==> src/rtl/eca_rule_engine.sv <==
`default_nettype none
// ============================================================================
// Module      : eca_rule_engine
// Description : Elementary cellular automaton stepping a WIDTH-cell state under
//               a loadable 8-bit rule; ECA_WRAP_EN selects a periodic boundary.
// Revision    : 1.0  initial release
// ============================================================================
module eca_rule_engine #(
   parameter int         WIDTH        = 16,
   parameter int         STEP_W       = 8,
   parameter logic [7:0] RULE_DEFAULT = 8'h9A
) (
   input  logic              clk,
   input  logic              rst_n,
   input  logic              rule_wr,
   input  logic [7:0]        rule_din,
   input  logic              seed_valid,
   output logic              seed_ready,
   input  logic [WIDTH-1:0]  seed_data,
   input  logic [STEP_W-1:0] run_steps,
   output logic              busy,
   output logic              done,
   output logic [STEP_W-1:0] step_count,
   output logic [WIDTH-1:0]  state_q,
   output logic [7:0]        rule_q
);

   typedef enum logic [1:0] {
      S_IDLE = 2'd0,
      S_RUN  = 2'd1,
      S_DONE = 2'd2
   } state_t;

   state_t              r_fsm;
   logic [WIDTH-1:0]    r_state;
   logic [7:0]          r_rule;
   logic [STEP_W-1:0]   r_count;
   logic [STEP_W-1:0]   r_remain;
   logic                r_busy;
   logic                r_done;

   logic [WIDTH+1:0]    w_ext;
   logic [WIDTH-1:0]    w_next;

   // State padded with one boundary cell on each side: {left of MSB, state, right of LSB}
`ifdef ECA_WRAP_EN
   assign w_ext = {r_state[0], r_state, r_state[WIDTH-1]};
`else
   assign w_ext = {1'b0, r_state, 1'b0};
`endif

   // Rule MSB serves neighbourhood 000, so the lookup index is the inverted {l,c,r}
   for (genvar i = 0; i < WIDTH; i++) begin : g_cell
      logic [2:0] w_nbr;
      assign w_nbr     = w_ext[i+2:i];
      assign w_next[i] = r_rule[~w_nbr];
   end

   always_ff @(posedge clk or negedge rst_n) begin
      if (!rst_n) begin
         r_fsm    <= S_IDLE;
         r_state  <= '0;
         r_rule   <= RULE_DEFAULT;
         r_count  <= '0;
         r_remain <= '0;
         r_busy   <= 1'b0;
         r_done   <= 1'b0;
      end else begin
         r_done <= 1'b0;
         case (r_fsm)
            S_IDLE: begin
               if (rule_wr) r_rule <= rule_din;
               if (seed_valid) begin
                  r_state  <= seed_data;
                  r_count  <= '0;
                  r_remain <= run_steps;
                  r_busy   <= 1'b1;
                  if (run_steps != '0) begin
                     r_fsm <= S_RUN;
                  end else begin
                     r_fsm  <= S_DONE;
                     r_done <= 1'b1;
                  end
               end
            end
            S_RUN: begin
               r_state  <= w_next;
               r_count  <= r_count + STEP_W'(1);
               r_remain <= r_remain - STEP_W'(1);
               if (r_remain == STEP_W'(1)) begin
                  r_fsm  <= S_DONE;
                  r_done <= 1'b1;
               end
            end
            S_DONE: begin
               r_fsm  <= S_IDLE;
               r_busy <= 1'b0;
            end
            default: begin
               r_fsm  <= S_IDLE;
               r_busy <= 1'b0;
            end
         endcase
      end
   end

   assign seed_ready = (r_fsm == S_IDLE);
   assign busy       = r_busy;
   assign done       = r_done;
   assign step_count = r_count;
   assign state_q    = r_state;
   assign rule_q     = r_rule;

endmodule
`default_nettype wire

==> config.mk <==
export PLATFORM = sky130hd
export DESIGN_NAME = eca_rule_engine
export DESIGN_NICKNAME = d
export VERILOG_FILES = /design/src/rtl/eca_rule_engine.sv
export SDC_FILE = /design/constraint.sdc
export NUM_CORES = 1
export LEC_CHECK = 0
export CAP_MARGIN = 25
export CORE_MARGIN = 8
export CORE_UTILIZATION = 27
export CTS_CLUSTER_SIZE = 40
export DETAILED_ROUTE_END_ITERATION = 16
export HOLD_SLACK_MARGIN = 0.08
export PLACE_DENSITY = 0.45
export SLEW_MARGIN = 15
export SYNTH_ARGS = -nofsm -noshare
export SYNTH_HDL_FRONTEND = slang
export SYNTH_SLANG_ARGS = --single-unit
==> constraint.sdc <==
create_clock -name clk -period 2 [get_ports clk]
set_input_delay 0.3 -clock clk [delete_from_list [all_inputs] [get_ports clk]]
set_output_delay 0.3 -clock clk [all_outputs]
set_load 0.005 [all_outputs]
==> results.md, run 1 <==
| Result | This run |
| --- | --- |
| Run status | completed |
| Maximum capacitance violations | 0 |
| Total Die Area | 15200 µm² |
| Average instance area after synthesis | 9.36 µm² |
| Top cells by count, synth | sky130_fd_sc_hd__a21oi_1 (44), sky130_fd_sc_hd__dfrtp_1 (40), sky130_fd_sc_hd__nand2_1 (32), sky130_fd_sc_hd__o21ai_0 (23) |
| Fraction of synthesis flops using an asynchronous set or reset pin | 1.00 |
| Summed area of non-filler cells in the final layout | 4160 µm² |
| Global-route wire length before repair | 16.7 mm |
| Gate power share | 0.503 |
| Floorplan core area | 11300 µm² |
| Largest net degree at the start of global routing | 21 |
| Via count of the first global-routing pass | 2959 |
| Antenna Violating Nets Remaining | 0 |
| Largest stage delay, worst path | 0.77 ns |
| F_max | 517 MHz |
| CP Data Required Time | 1.70 ns |
| Horiz. Die Dim | 123 µm |
| Topmost layer with routed signal wires | met4 |
| Congestion Overflow GR | 0 |
| Maximum clock path buffer count | 2 |
| Effective utilization at floorplan | 0.274 |
| Sequential share of the synthesized area | 0.357 |
| Routed met3 length | 527 µm |
| Unrepaired setup endpoints after global routing | false |
| Relative contribution of sequential cells to total power | 0.334 |
| Power Dens Cells | 1480 nW/µm² |
| Final setup violation count | 0 |
| Detailed Route WL | 10.6 mm |
| Number of flip-flops and latches in the synthesized netlist | 44 |
| Fin crit share | 0.968 |
| Via density | 5.37 |
| Util after Layout | 0.367 |
| Number of design-rule violations left by the first detailed-router iteration | 123 |
| Overall Global Routing Usage | 0.141 |
| Clock edge transition at the registers on the reported setup and hold paths | 0.07 ns |
| Post-CTS Setup Inserts | 0 |
| Final #Nets | 433 |
| Clock network power share | 0.163 |
| Library cells used by synthesis | 40 |
| Antenna violations before repair | 0 |
| Worst path bufs/invs | 1 |
| Leading cell type by number of instances after synthesis | sky130_fd_sc_hd__a21oi_1 |
| DR vias | 2891 |
| Combined area of all synthesized cells | 3100 µm² |
| Share of final-layout standard cells stronger than drive strength 1 | 0.177 |
| Met1 WL | 4.96 mm |
| Worst setup path class | flip-flop to output port |
| CP max-delay cell | sky130_fd_sc_hd__dfstp_2 |
| Ys flop type | sky130_fd_sc_hd__dfrtp_1 |
| Clock buffer count from CTS | 5 |
| Design internal power | 3.75 mW |
| Number of antenna diodes | 0 |
| Yosys synthesis warning count | 0 |
| Hold Crit Class | flip-flop to flip-flop |
| DRC violation count after routing | 0 |
| Layout-stage area growth over the synthesis result | 34.1% |
| # rows | 39 |
| Arr. time, crit path | 1.64 ns |
| Top-area cell type share of the netlist area | 0.323 |
| Worst Setup End Kind | output port |
| 1st-pass router iterations | 4 |
| Top cells by area, synth | sky130_fd_sc_hd__dfrtp_1 (32%), sky130_fd_sc_hd__mux4_2 (13%), sky130_fd_sc_hd__a21oi_1 (7.1%) |
| Switching power | 2.41 mW |
| Overall die height | 123 µm |
| Number of nets produced by synthesis | 370 |
| Slew at the pin closest to its max-slew limit | 0.765 ns |
| Type of element launching the critical path | flip-flop |
| Number of levels the H-tree was split into | 2 |
| Placer congestion estimate | 0.768 |
| Peak ir drop on the vdd network | 603 µV |
| HPWL after detailed placement | 7.35 mm |
| Clock tree from TritonCTS | done |
| Final hold violation count | 0 |
| Placed cell areas | 3970 µm² |
| Number of I/O port buffers | 70 |
| Number of pins with negative max-slew slack in the final report | 0 |
| Cell count after synthesis | 331 |
| Leakage | 1.58 nW |
| Number of I/O pins | 71 |
| Clock root buffer | sky130_fd_sc_hd__clkbuf_16 |
| Kind of cell adding the most delay to the critical path | flip-flops |
| Wire per inst | 19.6 µm |
| Number of enable flip-flop cells after synthesis | 0 |
| Worst clock skew on the final layout | 0.00479 ns |
| Clock network latency to the later pin of the worst-skew pair | 0.29 ns |
| Routed length on met2 | 4.97 mm |
| Cell type contributing the most total cell area after synthesis | sky130_fd_sc_hd__dfrtp_1 |
| Clock tree sinks | 44 |
| Switching power as a share of total power | 0.391 |
| Shortest clock period the worst path allows after layout | 1.94 ns |
| Cell chain of the critical path | clkdlybuf4s50_1 |
| Worst slew margin | 0.489 |
| Critical-path maximum fanout | 17 |
## path summary, 6_finish.rpt
path                                      startpoint                        end  slack (ns)  depth (start not counted)
setup / recovery               rule_q[3]$_DFFE_PN1P_                  rule_q[3]        0.06                          1
hold / removal             step_count[7]$_DFFE_PN0P_  step_count[7]$_DFFE_PN0P_        0.49                          1
setup reg to reg                r_fsm[1]$_DFFE_PN0P_    r_remain[6]$_DFFE_PN0P_        0.14                          5
hold reg to reg            step_count[7]$_DFFE_PN0P_  step_count[7]$_DFFE_PN0P_        0.49                          1
max in group asynchronous                      rst_n    state_q[14]$_DFFE_PN0P_        0.92                          3
min in group asynchronous                      rst_n      rule_q[2]$_DFFE_PN0P_        0.51                          2
## power by group through the flow
stage | registers [mW] | logic (mW) | clock network [mW]
after floorplan | 1.64 | 2.23 | 0
after global placement | 2.06 | 3.08 | 0
after detailed placement | 2.06 | 3.09 | 0
after CTS | 2.05 | 3.11 | 1.04
after global routing | 2.15 | 3.38 | 1.06
final | 2.06 | 3.09 | 1.01
## timing repair
item | in CTS | in global routing
endpoints found under the hold margin | 14 | 0
gates resized for setup | 0 | 2
setup endpoints to repair | 0 | 2
hold buffers | 1 | 0
## placed cells by master (no fill, tap or decap), types with 7 or more instances in the layout
cell	n
sky130_fd_sc_hd__mux2_2	7
sky130_fd_sc_hd__nand2_1	32
sky130_fd_sc_hd__clkdlybuf4s50_1	69
sky130_fd_sc_hd__nor2_1	11
sky130_fd_sc_hd__nor2b_1	16
sky130_fd_sc_hd__buf_4	19
sky130_fd_sc_hd__a21oi_1	44
sky130_fd_sc_hd__dfrtp_1	38
sky130_fd_sc_hd__o21ai_0	23
sky130_fd_sc_hd__a221o_1	8
sky130_fd_sc_hd__mux4_2	18
sky130_fd_sc_hd__inv_1	11
sky130_fd_sc_hd__nand2b_1	14
## flip-flops by register name (all words and copies together) (netlist names)
register    flops
busy            1
done            1
r_fsm           2
r_remain        8
rule_q          8
state_q        16
step_count      8
## through the flow
stage	cells	hold slack, ns	TNS [ns]	power (mW)	worst slack [ns]
floorplan	331	0.00441	0	3.86	0.468
global placement	529	0.292	-0.00912	5.14	-0.00647
detailed placement	529	0.291	-0.121	5.15	-0.0469
CTS	538	0.500	0	6.20	0.0571
global route	538	0.539	0	6.59	0.000999
finish	538	0.493	0	6.15	0.0643
## metal layers
metal | track usage | vias to the layer above
li1 | - | 1361
met1 | 0.185 | 1437
met2 | 0.232 | 84
met3 | 0.0315 | 9
met4 | 0.0316 | 0
met5 | 0 | -
## final cells by class
class / count / area (µm²)
Fill cell: 1176 / 7170
Inverter: 11 / 41.3
Sequential cell: 44 / 1110
Multi-Input combinational cell: 242 / 1800
Clock buffer: 6 / 139
Clock inverter: 2 / 38.8
Timing Repair Buffer: 90 / 848
Tap cell: 143 / 179
## logic make-up (layout without fill, tap and decap cells)
group,Yosys count,in the layout,synth area share
simple gates,94,94,0.162
flops,44,44,0.357
mux,26,26,0.159
compound gates,119,119,0.247
buf+inv,45,109,0.0622
fa+ha+maj,3,3,0.0121
(Power assumes the default switching activity.)
==> run 2, diff against run 1 <==
--- a/config.mk
+++ b/config.mk
@@ -10,8 +10,9 @@
 export CORE_UTILIZATION = 27
 export CTS_CLUSTER_SIZE = 40
 export DETAILED_ROUTE_END_ITERATION = 16
+export DONT_BUFFER_PORTS = 1
 export HOLD_SLACK_MARGIN = 0.08
-export PLACE_DENSITY = 0.45
+export PLACE_DENSITY = 0.37
 export SLEW_MARGIN = 15
 export SYNTH_ARGS = -nofsm -noshare
 export SYNTH_HDL_FRONTEND = slang
==> run 2 against run 1 <==
Worst hold slack got worse by 0.36 ns. Sequential power increased by 3%. Combinational power decreased by 19%. Largest power group unchanged. Die area unchanged. Sequential cell count unchanged. Clock-buffer cell count decreased by 1. Clock skew increased by 0.00086 ns. Cell count decreased by 13%. Worst setup slack improved by 0.21 ns. Power decreased by 9.0%. Fmax increased by 12%. First-iteration DRC count increased by 98%.
==> results.md, run 2 (synthesis gave the netlist of run 1 again) <==
| Result | This run | Delta |
| --- | --- | --- |
| DR vias | 2671 | was 2891 |
| Power Dens Cells | 1620 nW/µm² | was 1480 nW/µm² |
| Via count of the first global-routing pass | 2768 | was 2959 |
| Maximum capacitance violations | 0 | unchanged |
| Filler-free cell count of the finished design | 467 | was 538 |
| Reg-to-reg slack, setup | 0.27 ns | was 0.14 ns |
| Number of design-rule violations left by the first detailed-router iteration | 243 | was 123 |
| Commonest cells after routing, fill and taps aside | sky130_fd_sc_hd__a21oi_1 (44), sky130_fd_sc_hd__dfrtp_1 (40), sky130_fd_sc_hd__nand2_1 (32) | was sky130_fd_sc_hd__clkdlybuf4s50_1 (69), sky130_fd_sc_hd__a21oi_1 (44), sky130_fd_sc_hd__dfrtp_1 (38) |
| Routed met3 length | 984 µm | was 527 µm |
| Startpoint of the lowest-slack hold path | rule_din[5] | was step_count[7]$_DFFE_PN0P_ |
| Gate power share | 0.445 | was 0.503 |
| HPWL after detailed placement | 7.41 mm | was 7.35 mm |
| Clock root buffer | sky130_fd_sc_hd__clkbuf_16 | unchanged |
| 1st-pass router iterations | 5 | was 4 |
| Type of element launching the critical path | flip-flop | unchanged |
| Met1 WL | 4.76 mm | was 4.96 mm |
| Clock network latency to the later pin of the worst-skew pair | 0.29 ns | about the same |
| Number of I/O port buffers | 0 | was 70 |
| Final setup violation count | 0 | unchanged |
| Unrepaired setup endpoints after global routing | false | unchanged |
| Instance count after placement with tap cells included | 457 | was 529 |
| Number of pins with negative max-slew slack in the final report | 0 | unchanged |
| Detailed Route WL | 11.0 mm | was 10.6 mm |
| Number of instances on the worst hold path | 2 | was 1 |
| Congestion Overflow GR | 0 | unchanged |
| Via density | 5.72 | was 5.37 |
| Hold Crit Class | primary input to flip-flop | was flip-flop to flip-flop |
| Clock network power share | 0.174 | was 0.163 |
| CP Data Required Time | 2.21 ns | was 1.70 ns |
| Worst slew margin | 0.531 | was 0.489 |
| Switching power | 2.36 mW | was 2.41 mW |
| Horiz. Die Dim | 123 µm | unchanged |
| F_max | 578 MHz | was 517 MHz |
| Reg-to-reg critical path startpoint | rule_q[2]$_DFFE_PN0P_ | was r_fsm[1]$_DFFE_PN0P_ |
| Placer congestion estimate | 0.771 | was 0.768 |
| Run status | completed | unchanged |
| Number of antenna diodes | 0 | unchanged |
| Fin crit share | 0.865 | was 0.968 |
| Peak ir drop on the vdd network | 486 µV | was 603 µV |
| Global-route wire length before repair | 17.1 mm | was 16.7 mm |
| Minimum setup slack in the final design | 0.270 ns | was 0.0643 ns |
| Routed length on met2 | 5.13 mm | was 4.97 mm |
| Antenna Violating Nets Remaining | 0 | unchanged |
| Clock edge transition at the registers on the reported setup and hold paths | 0.07 ns | about the same |
| Number of levels the H-tree was split into | 2 | unchanged |
| Layout-stage area growth over the synthesis result | 11.7% | was 34.1% |
| Final #Nets | 362 | was 433 |
| Maximum clock path buffer count | 2 | unchanged |
| Worst clock skew on the final layout | 0.00565 ns | was 0.00479 ns |
| Most common cell after layout, fill and taps aside | sky130_fd_sc_hd__a21oi_1 | was sky130_fd_sc_hd__clkdlybuf4s50_1 |
| Design internal power | 3.24 mW | was 3.75 mW |
| Leakage | 1.31 nW | was 1.58 nW |
| Critical-path maximum fanout | 16 | was 17 |
| Arr. time, crit path | 1.94 ns | was 1.64 ns |
| Relative contribution of sequential cells to total power | 0.381 | was 0.334 |
| Total Die Area | 15200 µm² | unchanged |
| Share of final-layout standard cells stronger than drive strength 1 | 0.204 | was 0.177 |
| Floorplan core area | 11300 µm² | unchanged |
| Antenna violations before repair | 0 | unchanged |
| Worst setup path class | flip-flop to flip-flop | was flip-flop to output port |
| Clock tree from TritonCTS | done | unchanged |
| Worst R2R Path Depth | 4 | was 5 |
| Number of flip-flops under the largest register name | 16 | unchanged |
| Post-Place Worst Slack | 0.252 ns | was -0.0469 ns |
| Topmost layer with routed signal wires | met4 | unchanged |
| Endpoint of the worst hold-timing path | rule_q[5]$_DFFE_PN0P_ | was step_count[7]$_DFFE_PN0P_ |
| Switching power as a share of total power | 0.422 | was 0.391 |
| Clock buffer count from CTS | 5 | unchanged |
| Overall Power | 5.60 mW | was 6.15 mW |
| Slew at the pin closest to its max-slew limit | 0.702 ns | was 0.765 ns |
| Shortest clock period the worst path allows after layout | 1.73 ns | was 1.94 ns |
| Effective utilization at floorplan | 0.274 | unchanged |
| Clock tree sinks | 44 | unchanged |
| Total negative slack for setup checks | 0 ns | unchanged |
| Largest net degree at the start of global routing | 45 | was 21 |
| Overall die height | 123 µm | unchanged |
| Number of I/O pins | 71 | unchanged |
| R2r endpoint | state_q[9]$_DFFE_PN0P_ | was r_remain[6]$_DFFE_PN0P_ |
| Wire per inst | 23.5 µm | was 19.6 µm |
| Worst Setup End Kind | flip-flop | was output port |
| # rows | 39 | unchanged |
| Final hold violation count | 0 | unchanged |
| DRC violation count after routing | 0 | unchanged |
| Overall Global Routing Usage | 0.147 | was 0.141 |
==> run 2: metrics by stage <==
step,cell area [µm²],utilization,hold WS [ns]
2_1_floorplan,3100,-,0.00441
3_3_place_gp,3250,0.287,0.00673
3_5_place_dp,3250,0.287,0.00657
4_1_cts,3460,0.306,0.134
5_1_grt,3460,0.306,0.150
6_report,3460,0.306,0.134
==> run 2: layout make-up <==
class                   count  area [µm²]
clock inverters             3        46.3
clock buffers               5         125
inverters                  11        41.3
repair buffers             19         165
fillers                  1191        7860
multi-input cells         242        1800
well taps                 143         179
flip-flops and latches     44        1110
==> run 2: routing by layer <==
metal	vias up	track usage
li1	1223	-
met1	1335	0.198
met2	103	0.228
met3	10	0.0420
met4	0	0.0339
met5	-	0
==> run 2: how the worst max path moves through the flow <==
stage	from	endpoint	depth (start not counted)
after floorplan	r_remain[4]$_DFFE_PN0P_	r_remain[7]$_DFFE_PN0P_	4
after global placement	rule_q[2]$_DFFE_PN0P_	state_q[11]$_DFFE_PN0P_	4
after detailed placement	rule_q[0]$_DFFE_PN0P_	state_q[11]$_DFFE_PN0P_	4
after CTS	rule_q[0]$_DFFE_PN0P_	state_q[9]$_DFFE_PN0P_	4
after global routing	rule_q[2]$_DFFE_PN0P_	state_q[9]$_DFFE_PN0P_	4
final	rule_q[2]$_DFFE_PN0P_	state_q[9]$_DFFE_PN0P_	4
==> run 2: repair_timing <==
| item | 4_1_cts | 5_1_grt |
|---|---|---|
| buffers inserted | 0 | 0 |
| hold buffers | 2 | 0 |
| gates resized for setup | 0 | 0 |
| endpoints found under the hold margin | 44 | 0 |
==> run 2: power groups by stage <==
stage	logic, mW	registers, mW	clock network, mW
2_1_floorplan	2.23	1.64	0
3_3_place_gp	2.46	2.18	0
3_5_place_dp	2.45	2.17	0
4_1_cts	2.50	2.16	1.00
5_1_grt	2.75	2.25	1.04
6_report	2.49	2.13	0.975
==> run 2: critical path: stages (launching register included) <==
cell and delay (ns):
sky130_fd_sc_hd__dfrtp_1 0.79, sky130_fd_sc_hd__mux4_2 0.38, sky130_fd_sc_hd__nor2b_1 0.05, sky130_fd_sc_hd__a221o_1 0.25, sky130_fd_sc_hd__a21oi_1 0.17
==> run 3, diff against run 2 <==
--- a/config.mk
+++ b/config.mk
@@ -13,7 +13,7 @@
 export DONT_BUFFER_PORTS = 1
 export HOLD_SLACK_MARGIN = 0.08
 export PLACE_DENSITY = 0.37
-export SLEW_MARGIN = 15
+export SLEW_MARGIN = 10
 export SYNTH_ARGS = -nofsm -noshare
 export SYNTH_HDL_FRONTEND = slang
 export SYNTH_SLANG_ARGS = --single-unit
==> results of run 3 <==
Same layout as run 2: the final DEF is identical, and so are final timing and power.
